### src/rtl/mult_pkg.sv
// Shared definitions for the EX-stage pipelined multiplier: op codes and
// decode helpers used by the datapath.
package mult_pkg;

  typedef enum logic [2:0] {
    MULT  = 3'd0,
    MULTU = 3'd1,
    MUL   = 3'd2,
    MADD  = 3'd3,
    MADDU = 3'd4,
    MSUB  = 3'd5,
    MSUBU = 3'd6
  } mul_op_e;

  // Bit n is set when op code n subtracts the product from {hi,lo}.
  localparam logic [7:0] ACC_SUB = 8'b0110_0000;

  function automatic logic is_signed_op(input logic [2:0] op);
    return op inside {MULT, MUL, MADD, MSUB};
  endfunction

  function automatic logic is_acc_op(input logic [2:0] op);
    return op inside {MADD, MADDU, MSUB, MSUBU};
  endfunction

  function automatic logic is_sub_op(input logic [2:0] op);
    return ACC_SUB[op];
  endfunction

endpackage

### src/rtl/mult_pipe_unit_if.sv
// Issue/result bundle between the EX stage (master) and the multiplier (slave).
interface mult_pipe_unit_if #(
  parameter int DATA_WIDTH = 32,
  parameter int TAG_WIDTH  = 4
) ();

  logic                    flush;
  logic                    in_valid;
  logic                    in_ready;
  logic [2:0]              op;
  logic [TAG_WIDTH-1:0]    tag_in;
  logic [DATA_WIDTH-1:0]   operand_1;
  logic [DATA_WIDTH-1:0]   operand_2;
  logic [DATA_WIDTH-1:0]   hi;
  logic [DATA_WIDTH-1:0]   lo;
  logic                    out_valid;
  logic                    out_ready;
  logic [2*DATA_WIDTH-1:0] result;
  logic [TAG_WIDTH-1:0]    tag_out;
  logic                    busy;

  modport master (
    output flush, in_valid, op, tag_in, operand_1, operand_2, hi, lo, out_ready,
    input  in_ready, out_valid, result, tag_out, busy
  );

  modport slave (
    input  flush, in_valid, op, tag_in, operand_1, operand_2, hi, lo, out_ready,
    output in_ready, out_valid, result, tag_out, busy
  );

endinterface

### src/rtl/mult_pipe_ctrl.sv
// Valid/stall/flush chain for the multiplier pipeline; emits one load enable
// per stage so the datapath registers only move when their op moves.
module mult_pipe_ctrl #(
  parameter int STAGES = 3
) (
  input  logic              clk,
  input  logic              rst,
  input  logic              flush,
  input  logic              in_valid,
  input  logic              out_ready,
  output logic              in_ready,
  output logic [STAGES-1:0] load_en,
  output logic              out_valid,
  output logic              busy
);

  logic [STAGES-1:0] valid_q, valid_d;
  logic [STAGES-1:0] advance;
  logic              accept;

  always_comb begin
    // NOTE: every combinational output gets a default first so no path
    // through the block leaves it unassigned, which would infer a latch.
    advance = '0;
    valid_d = valid_q;
    load_en = '0;

    // A stage can move whenever there is a bubble at or below it, or the
    // consumer drains the output stage this cycle.
    for (int k = 0; k < STAGES; k++) begin
      advance[k] = out_ready;
      for (int j = k; j < STAGES; j++) begin
        if (!valid_q[j]) advance[k] = 1'b1;
      end
    end

    in_ready = rst && !flush && advance[0];
    accept   = in_valid && in_ready;

    load_en[0] = accept;
    if (advance[0]) valid_d[0] = accept;
    for (int k = 1; k < STAGES; k++) begin
      load_en[k] = advance[k] && valid_q[k-1];
      if (advance[k]) valid_d[k] = valid_q[k-1];
    end

    if (flush) valid_d = '0;
  end

  always_ff @(posedge clk) begin
    // NOTE: sequential state uses non-blocking assignment so every flop
    // samples pre-edge values regardless of statement order.
    if (!rst) valid_q <= '0;
    else      valid_q <= valid_d;
  end

  assign out_valid = valid_q[STAGES-1];
  assign busy      = |valid_q;

endmodule

### src/rtl/mult_pipe_unit.sv
// Pipelined MIPS multiply/multiply-accumulate unit: the full 2W result is
// formed at issue and carried through STAGES retimable registers.
module mult_pipe_unit
  import mult_pkg::*;
#(
  parameter int DATA_WIDTH = 32,
  parameter int STAGES     = 3,
  parameter int TAG_WIDTH  = 4
) (
  input  logic           clk,
  input  logic           rst,
  mult_pipe_unit_if.slave io
);

  localparam int RW = 2 * DATA_WIDTH;

  logic [STAGES-1:0]                load_en;
  logic [RW-1:0]                    op_a_ext, op_b_ext, product, acc, res_in;
  logic [STAGES-1:0][RW-1:0]        res_d, res_q;
  logic [STAGES-1:0][TAG_WIDTH-1:0] tag_d, tag_q;

  mult_pipe_ctrl #(.STAGES(STAGES)) u_ctrl (
    .clk       (clk),
    .rst       (rst),
    .flush     (io.flush),
    .in_valid  (io.in_valid),
    .out_ready (io.out_ready),
    .in_ready  (io.in_ready),
    .load_en   (load_en),
    .out_valid (io.out_valid),
    .busy      (io.busy)
  );

  // Extending both operands to 2W lets one unsigned multiply serve signed and
  // unsigned ops; the low 2W bits are the exact product modulo 2^(2W).
  always_comb begin
    if (is_signed_op(io.op)) begin
      op_a_ext = {{DATA_WIDTH{io.operand_1[DATA_WIDTH-1]}}, io.operand_1};
      op_b_ext = {{DATA_WIDTH{io.operand_2[DATA_WIDTH-1]}}, io.operand_2};
    end else begin
      op_a_ext = {{DATA_WIDTH{1'b0}}, io.operand_1};
      op_b_ext = {{DATA_WIDTH{1'b0}}, io.operand_2};
    end
    product = op_a_ext * op_b_ext;
    acc     = {io.hi, io.lo};
    res_in  = product;
    if (is_acc_op(io.op)) begin
      res_in = is_sub_op(io.op) ? acc - product : acc + product;
    end
  end

  always_comb begin
    res_d    = res_q;
    tag_d    = tag_q;
    res_d[0] = res_in;
    tag_d[0] = io.tag_in;
    for (int k = 1; k < STAGES; k++) begin
      res_d[k] = res_q[k-1];
      tag_d[k] = tag_q[k-1];
    end
  end

  always_ff @(posedge clk) begin
    for (int k = 0; k < STAGES; k++) begin
      if (load_en[k]) begin
        res_q[k] <= res_d[k];
        tag_q[k] <= tag_d[k];
      end
    end
    // NOTE: inner payload registers are qualified by the valid chain and are
    // left unreset; only the visible output stage is cleared.
    if (!rst) begin
      res_q[STAGES-1] <= '0;
      tag_q[STAGES-1] <= '0;
    end
  end

  assign io.result  = res_q[STAGES-1];
  assign io.tag_out = tag_q[STAGES-1];

endmodule
### src/flat_wrapper.sv
// flat-port wrapper written by rule: the top's interface ports become plain ports
module mult_pipe_unit_flat import mult_pkg::*;
#(
  parameter int DATA_WIDTH = 32,
  parameter int STAGES     = 3,
  parameter int TAG_WIDTH  = 4
)
  (clk, rst, io_flush, io_in_valid, io_op, io_tag_in, io_operand_1, io_operand_2, io_hi, io_lo, io_out_ready, io_in_ready, io_out_valid, io_result, io_tag_out, io_busy);
  mult_pipe_unit_if #(.DATA_WIDTH(DATA_WIDTH), .TAG_WIDTH(TAG_WIDTH)) io_i ();
  input  logic clk;
  input  logic rst;
  input wire logic [$bits(io_i.flush)-1:0] io_flush;
  input wire logic [$bits(io_i.in_valid)-1:0] io_in_valid;
  input wire logic [$bits(io_i.op)-1:0] io_op;
  input wire logic [$bits(io_i.tag_in)-1:0] io_tag_in;
  input wire logic [$bits(io_i.operand_1)-1:0] io_operand_1;
  input wire logic [$bits(io_i.operand_2)-1:0] io_operand_2;
  input wire logic [$bits(io_i.hi)-1:0] io_hi;
  input wire logic [$bits(io_i.lo)-1:0] io_lo;
  input wire logic [$bits(io_i.out_ready)-1:0] io_out_ready;
  output wire logic [$bits(io_i.in_ready)-1:0] io_in_ready;
  output wire logic [$bits(io_i.out_valid)-1:0] io_out_valid;
  output wire logic [$bits(io_i.result)-1:0] io_result;
  output wire logic [$bits(io_i.tag_out)-1:0] io_tag_out;
  output wire logic [$bits(io_i.busy)-1:0] io_busy;
  assign io_i.flush = io_flush;
  assign io_i.in_valid = io_in_valid;
  assign io_i.op = io_op;
  assign io_i.tag_in = io_tag_in;
  assign io_i.operand_1 = io_operand_1;
  assign io_i.operand_2 = io_operand_2;
  assign io_i.hi = io_hi;
  assign io_i.lo = io_lo;
  assign io_i.out_ready = io_out_ready;
  assign io_in_ready = io_i.in_ready;
  assign io_out_valid = io_i.out_valid;
  assign io_result = io_i.result;
  assign io_tag_out = io_i.tag_out;
  assign io_busy = io_i.busy;
  mult_pipe_unit #(.DATA_WIDTH(DATA_WIDTH), .STAGES(STAGES), .TAG_WIDTH(TAG_WIDTH)) u_core (.clk(clk), .rst(rst), .io(io_i));
endmodule
### config.mk
export PLATFORM = sky130hd
export DESIGN_NAME = mult_pipe_unit_flat
export DESIGN_NICKNAME = d
export VERILOG_FILES = /design/src/rtl/mult_pkg.sv /design/src/rtl/mult_pipe_unit_if.sv /design/src/rtl/mult_pipe_ctrl.sv /design/src/rtl/mult_pipe_unit.sv /design/src/flat_wrapper.sv
export SDC_FILE = /design/constraint.sdc
export NUM_CORES = 2
export LEC_CHECK = 0
export ABC_AREA = 1
export CORE_MARGIN = 3
export CORE_UTILIZATION = 50
export DETAILED_ROUTE_END_ITERATION = 6
export PLACE_DENSITY = 0.8
export SETUP_SLACK_MARGIN = 0.15
export SLEW_MARGIN = 20
export SYNTH_ARGS = -nofsm -noshare
export SYNTH_HDL_FRONTEND = slang
export SYNTH_SLANG_ARGS = --single-unit
### constraint.sdc
create_clock -name clk -period 14.3 [get_ports clk]
set_input_delay 2.86 -clock clk [delete_from_list [all_inputs] [get_ports clk]]
set_output_delay 2.86 -clock clk [all_outputs]
set_load 0.03 [all_outputs]
; Word-level counts from Yosys, hierarchy flattened
; Memories as Yosys holds them, arrays and structs flattened.
; Cells that the tools add are included.
[totals]
reg_bits = 207
rom_bits = 8
inputBits = 140
word_cells = 42
memories = 1
[classes]
add_sub_neg = 2
mul = 1
magnitude_cmp = 1
n_eq_ne = 5
mux = 11
bitwise_logic = 1
n_reduce_logical = 11
[memory_table]
columns = name, words, word_bits, read_ports, rd_clocked_by_memory_dff, write_ports, line_no
row1 = (name not given), 8, 1, 1, 0, 0, mult_pkg.sv:27  ; return ACC_SUB[op];
[op_table]
columns = op, n
row1 = 64-bit 2-to-1 mux, 4
row2 = 64-bit adder, 1
row3 = 64-bit by 64-bit multiplier with 64-bit output, 1
row4 = 64-bit subtractor, 1
row5 = 3-bit equality test (second input constant), 3
row6 = 4-bit nonzero test, 2
row7 = 1-bit 2-to-1 mux, 7
row8 = 3-bit by 2-bit equality test with 1-bit output (second input constant), 2
row9 = 1-bit logical AND, 5
row10 = 3-bit by 4-bit less-than comparator with 1-bit output (second input constant), 1
row11 = 3-bit logical NOT, 1
row12 = 3-bit OR reduction, 1
row13 = 2-bit OR reduction, 1
row14 = 1-bit logical NOT, 1
row15 = 1-bit NOT, 1

; Longest topological paths before layout
[logic_depth]
ltp_word = 7
ltp_mapped = 65

; By module
; Synthesis repeated with hierarchy kept, for this count alone.
[hier_totals]
cells_unflattened = 7837
area_unflattened_um2 = 63146.8
[by_module_without_submodules]
columns = mod, instances, cells_per_inst, area_each_um2, seq_area_each_um2
row1 = mult_pipe_unit, 1, 7813, 62992.9, 5445.2
row2 = mult_pipe_ctrl, 1, 24, 153.9, 60.1

; Least setup slack after synthesis
; OpenSTA, ideal clock, no wires.
[synth_path]
path_type = input port to flip-flop
startpoint = in io_op[1]
endpoint = reg u_core.res_q (netlist bit u_core.res_d[127]), data pin
setup_ns = 0.253
arrival_time_ns = 13.662
required_time_ns = 14.047
slack_ns = 0.385
path_stages = 53
n_path_buf = 3
path_cell_list = inv_1 ha_1 o21ai_1 clkbuf_1 clkbuf_1 buf_1 nor2_1 fa_1 inv_1 fa_1 inv_1 fa_1 fa_1 fa_1 inv_1 fa_1 inv_1 fa_1 (+17 left out) nand3_1 o21ai_0 nand2_1 xor2_1 ha_1 inv_1 nor3_1 nand2_1 inv_1 nand2_1 nor3b_1 a21oi_1 inv_1 nand3_1 nand2_1 nand4_1 nand3_1 nand2_1
[synth_rtl]
columns = item, line_no
row1 = "start, declared", flat_wrapper.sv:14  ; input wire logic [$bits(io_i.op)-1:0] io_op;
row2 = "end signal, assigned by index", mult_pipe_unit.sv:66  ; res_q[k] <= res_d[k];
row3 = "end, declared", mult_pipe_unit.sv:19  ; logic [STAGES-1:0][RW-1:0] res_d, res_q;

==> results.toml <==
[setup_path]
critPathSlowestCell = "fa_1"
critPathLaunchType = "primary input"
crit_buf_inv = 11
cpPeakStageDelay_ps = 610
cp_max_fo = 15
required_ps = 14520
r2r_slack_ps = 11790
cpMostUsedCell = "fa_1"
critPathCaptureType = "flip-flop"
r2r_cells = 6
crit-reg2reg-launch = "u_core.u_ctrl.valid_q[2]"
worst_path_dominant_cell_family = "adder cells"
cp.arrival_ps = 14060
r2r_end = "u_core.io.result[40]"
worstSetupPathType = "in -> reg"

[timing]
fin_skew_ps = 21.2
worst_pin_slew_ps = 988
finalHoldViolCount = 0
post-route-min-period_ps = 13840
fin_ws_ps = 458
setup_violations = 0
slew_headroom = 0.341
finalCritPeriodShare = 0.968
rsz0062_at_grt = "yes"
max_freq_ghz = 0.0722
slew_violations = 0

[floorplanning]
die-area_sq_mm = 0.130
start_util = 0.505
chipWidth_um = 360
dieHeight_um = 360
io_pins = 211
rows = 129
coreArea_sq_mm = 0.124

[cells_and_area]
fin_nets = 10551
fillers = 10469
drive_gt1_frac = 0.134
insertedDiodeCount = 0
multiInputGateArea_sq_mm = 0.0483
syn_to_final_growth_pct = 18.8
finish.utilization = 0.600
final_area_sq_mm = 0.0745
seqCellArea_sq_mm = 0.00551

[synthesis]
yosysTopAreaCell = "fa_1"
synth.most_common_cell = "inv_1"
yosys_warnings = 0
ys_ff_latch = 207
ys_seq_area_frac = 0.0878
synth_cell_types = 60
syn_avg_cell_area_sq_um = 8.07
syn_nets = 9711
syn_inst = 7776
yosys-top-cells-area = "fa_1 45%, inv_1 14%, nand2_1 11%, ha_1 7.4%, edfxtp_1 6.5%"
async_reset_ff_frac = 0
synth_edf_count = 136
netlist_area_sq_mm = 0.0627
synth_top_area_share = 0.455
synth_top_cells_by_count = "2308 x inv_1, 1771 x nand2_1, 1425 x fa_1"
ys.flop_type = "edfxtp_1"

[grt]
antenna_found_initial = 3
grt_pass1_wl_um = 307000
grt_usage = 0.300
grt_max_degree = 70
grt-ovfl-total = 0
grt_pass1_vias = 57439

[placed_design]
placed_cell_area_sq_mm = 0.0730
gp_congestion = 1.01
port_buffers = 210
pre_cts_ws_ps = -1030
dp_hpwl_um = 171000

[route]
detail_route.wl_per_cell_um = 18.8
ant_nets = 0
drt_wl_total_um = 193000
drc = 0
viasPerCell = 5.13
via_count = 52679
initialDrtViolationCount = 4004
dr.pass1.iters = 6

[job]
maxCapViolCount = 0

[clocking]
cts_tree = "done"
clock_latency_ps = 510
root_buffer = "clkbuf_16"
cts_num_sinks = 207
clk_path_buf_depth = 3
path_clk_slew_ps = 60
numCtsBuffers = 20
h-tree-depth = 1

[worst_hold_path]
hold_path.startpoint = "u_core.res_d[95]"
holdPathEnd = "u_core.res_d[159]"
hold_path_class = "reg -> reg"
min_path_cells = 0

[run_status]
outcome = "finished clean"
worst max path at each step:
stage,cells past startpoint,to,slack [ps],start
detailed placement,48,u_core.res_d[122],-1030,io_op[1]
CTS,57,u_core.res_d[122],120,io_op[1]
global route,65,u_core.res_d[127],60,io_op[1]
finish,47,u_core.res_d[116],460,io_operand_1[31]
floorplan,53,u_core.res_d[127],380,io_op[1]
global placement,54,u_core.res_d[122],-1030,io_op[1]
routing by layer:
layer	share of wire	vias up	global-route usage
met3	0.076	508	0.0443
met4	0.049	2	0.124
met2	0.49	2240	0.521
li1	-	23916	-
met5	0.000057	-	0
met1	0.39	26013	0.376
sequential cells by signal, indices dropped and copies added (netlist names):
register	count
u_core.io.tag_out	4
u_core.io.result	64
u_core.res_d	128
u_core.tag_d	8
u_core.u_ctrl.valid_q	3
placed cells by master (no fill, tap or decap), drive strengths merged, types with 45 or more instances in the layout:
master	synthesis	routed
dfxtp	71	71
ha	370	370
buf	8	860
inv	2315	2317
clkdlybuf4s50	0	203
a21oi	186	186
edfxtp	136	136
nand2	1799	1799
nand3	134	134
nand4	45	45
fa	1425	1425
xor2	94	94
nor2	495	495
o21ai	228	228
xnor2	55	55
through the flow:
| stage | hold slack, ps | setup TNS, ps | instances |
|---|---|---|---|
| after global placement | 401 | -11210 | 10213 |
| after CTS | 407 | 0 | 10254 |
| after global routing | 418 | 0 | 10267 |
| after floorplan | 400 | 0 | 7776 |
| after detailed placement | 405 | -13220 | 10213 |
| final | 408 | 0 | 10267 |
final cells by class:
class,instances,area share
Multi-Input combinational cell,5002,0.648
Inverter,2316,0.117
Tap cell,1637,0.0275
Timing Repair Buffer,1069,0.125
Clock buffer,27,0.00749
Sequential cell,207,0.0739
Clock inverter,9,0.000924
cells by family (layout without fill, tap and decap cells):
kind of cell / count (synthesis) / after routing / share of synthesized area
buffers and inverters: 2567 / 3421 / 0.154
AND/OR/NAND/NOR: 2552 / 2552 / 0.165
XOR/XNOR: 149 / 149 / 0.0210
adder cells (fa/ha/maj): 1795 / 1795 / 0.529
AO/OA/AOI/OAI: 506 / 506 / 0.0438
flip-flops: 207 / 207 / 0.0878
timing repair:
item | CTS | global route
gates resized for setup | 36 | 168
buffers inserted | 5 | 13
hold buffers | 0 | 0
endpoints found under the hold margin | 0 | 0
endpoints found under the setup margin | 17 | 26
pin swaps | 9 | 57
Power is left out: the tool's default activity adds up to more than one toggle a clock period on the data nets, which glitch-free logic cannot reach.
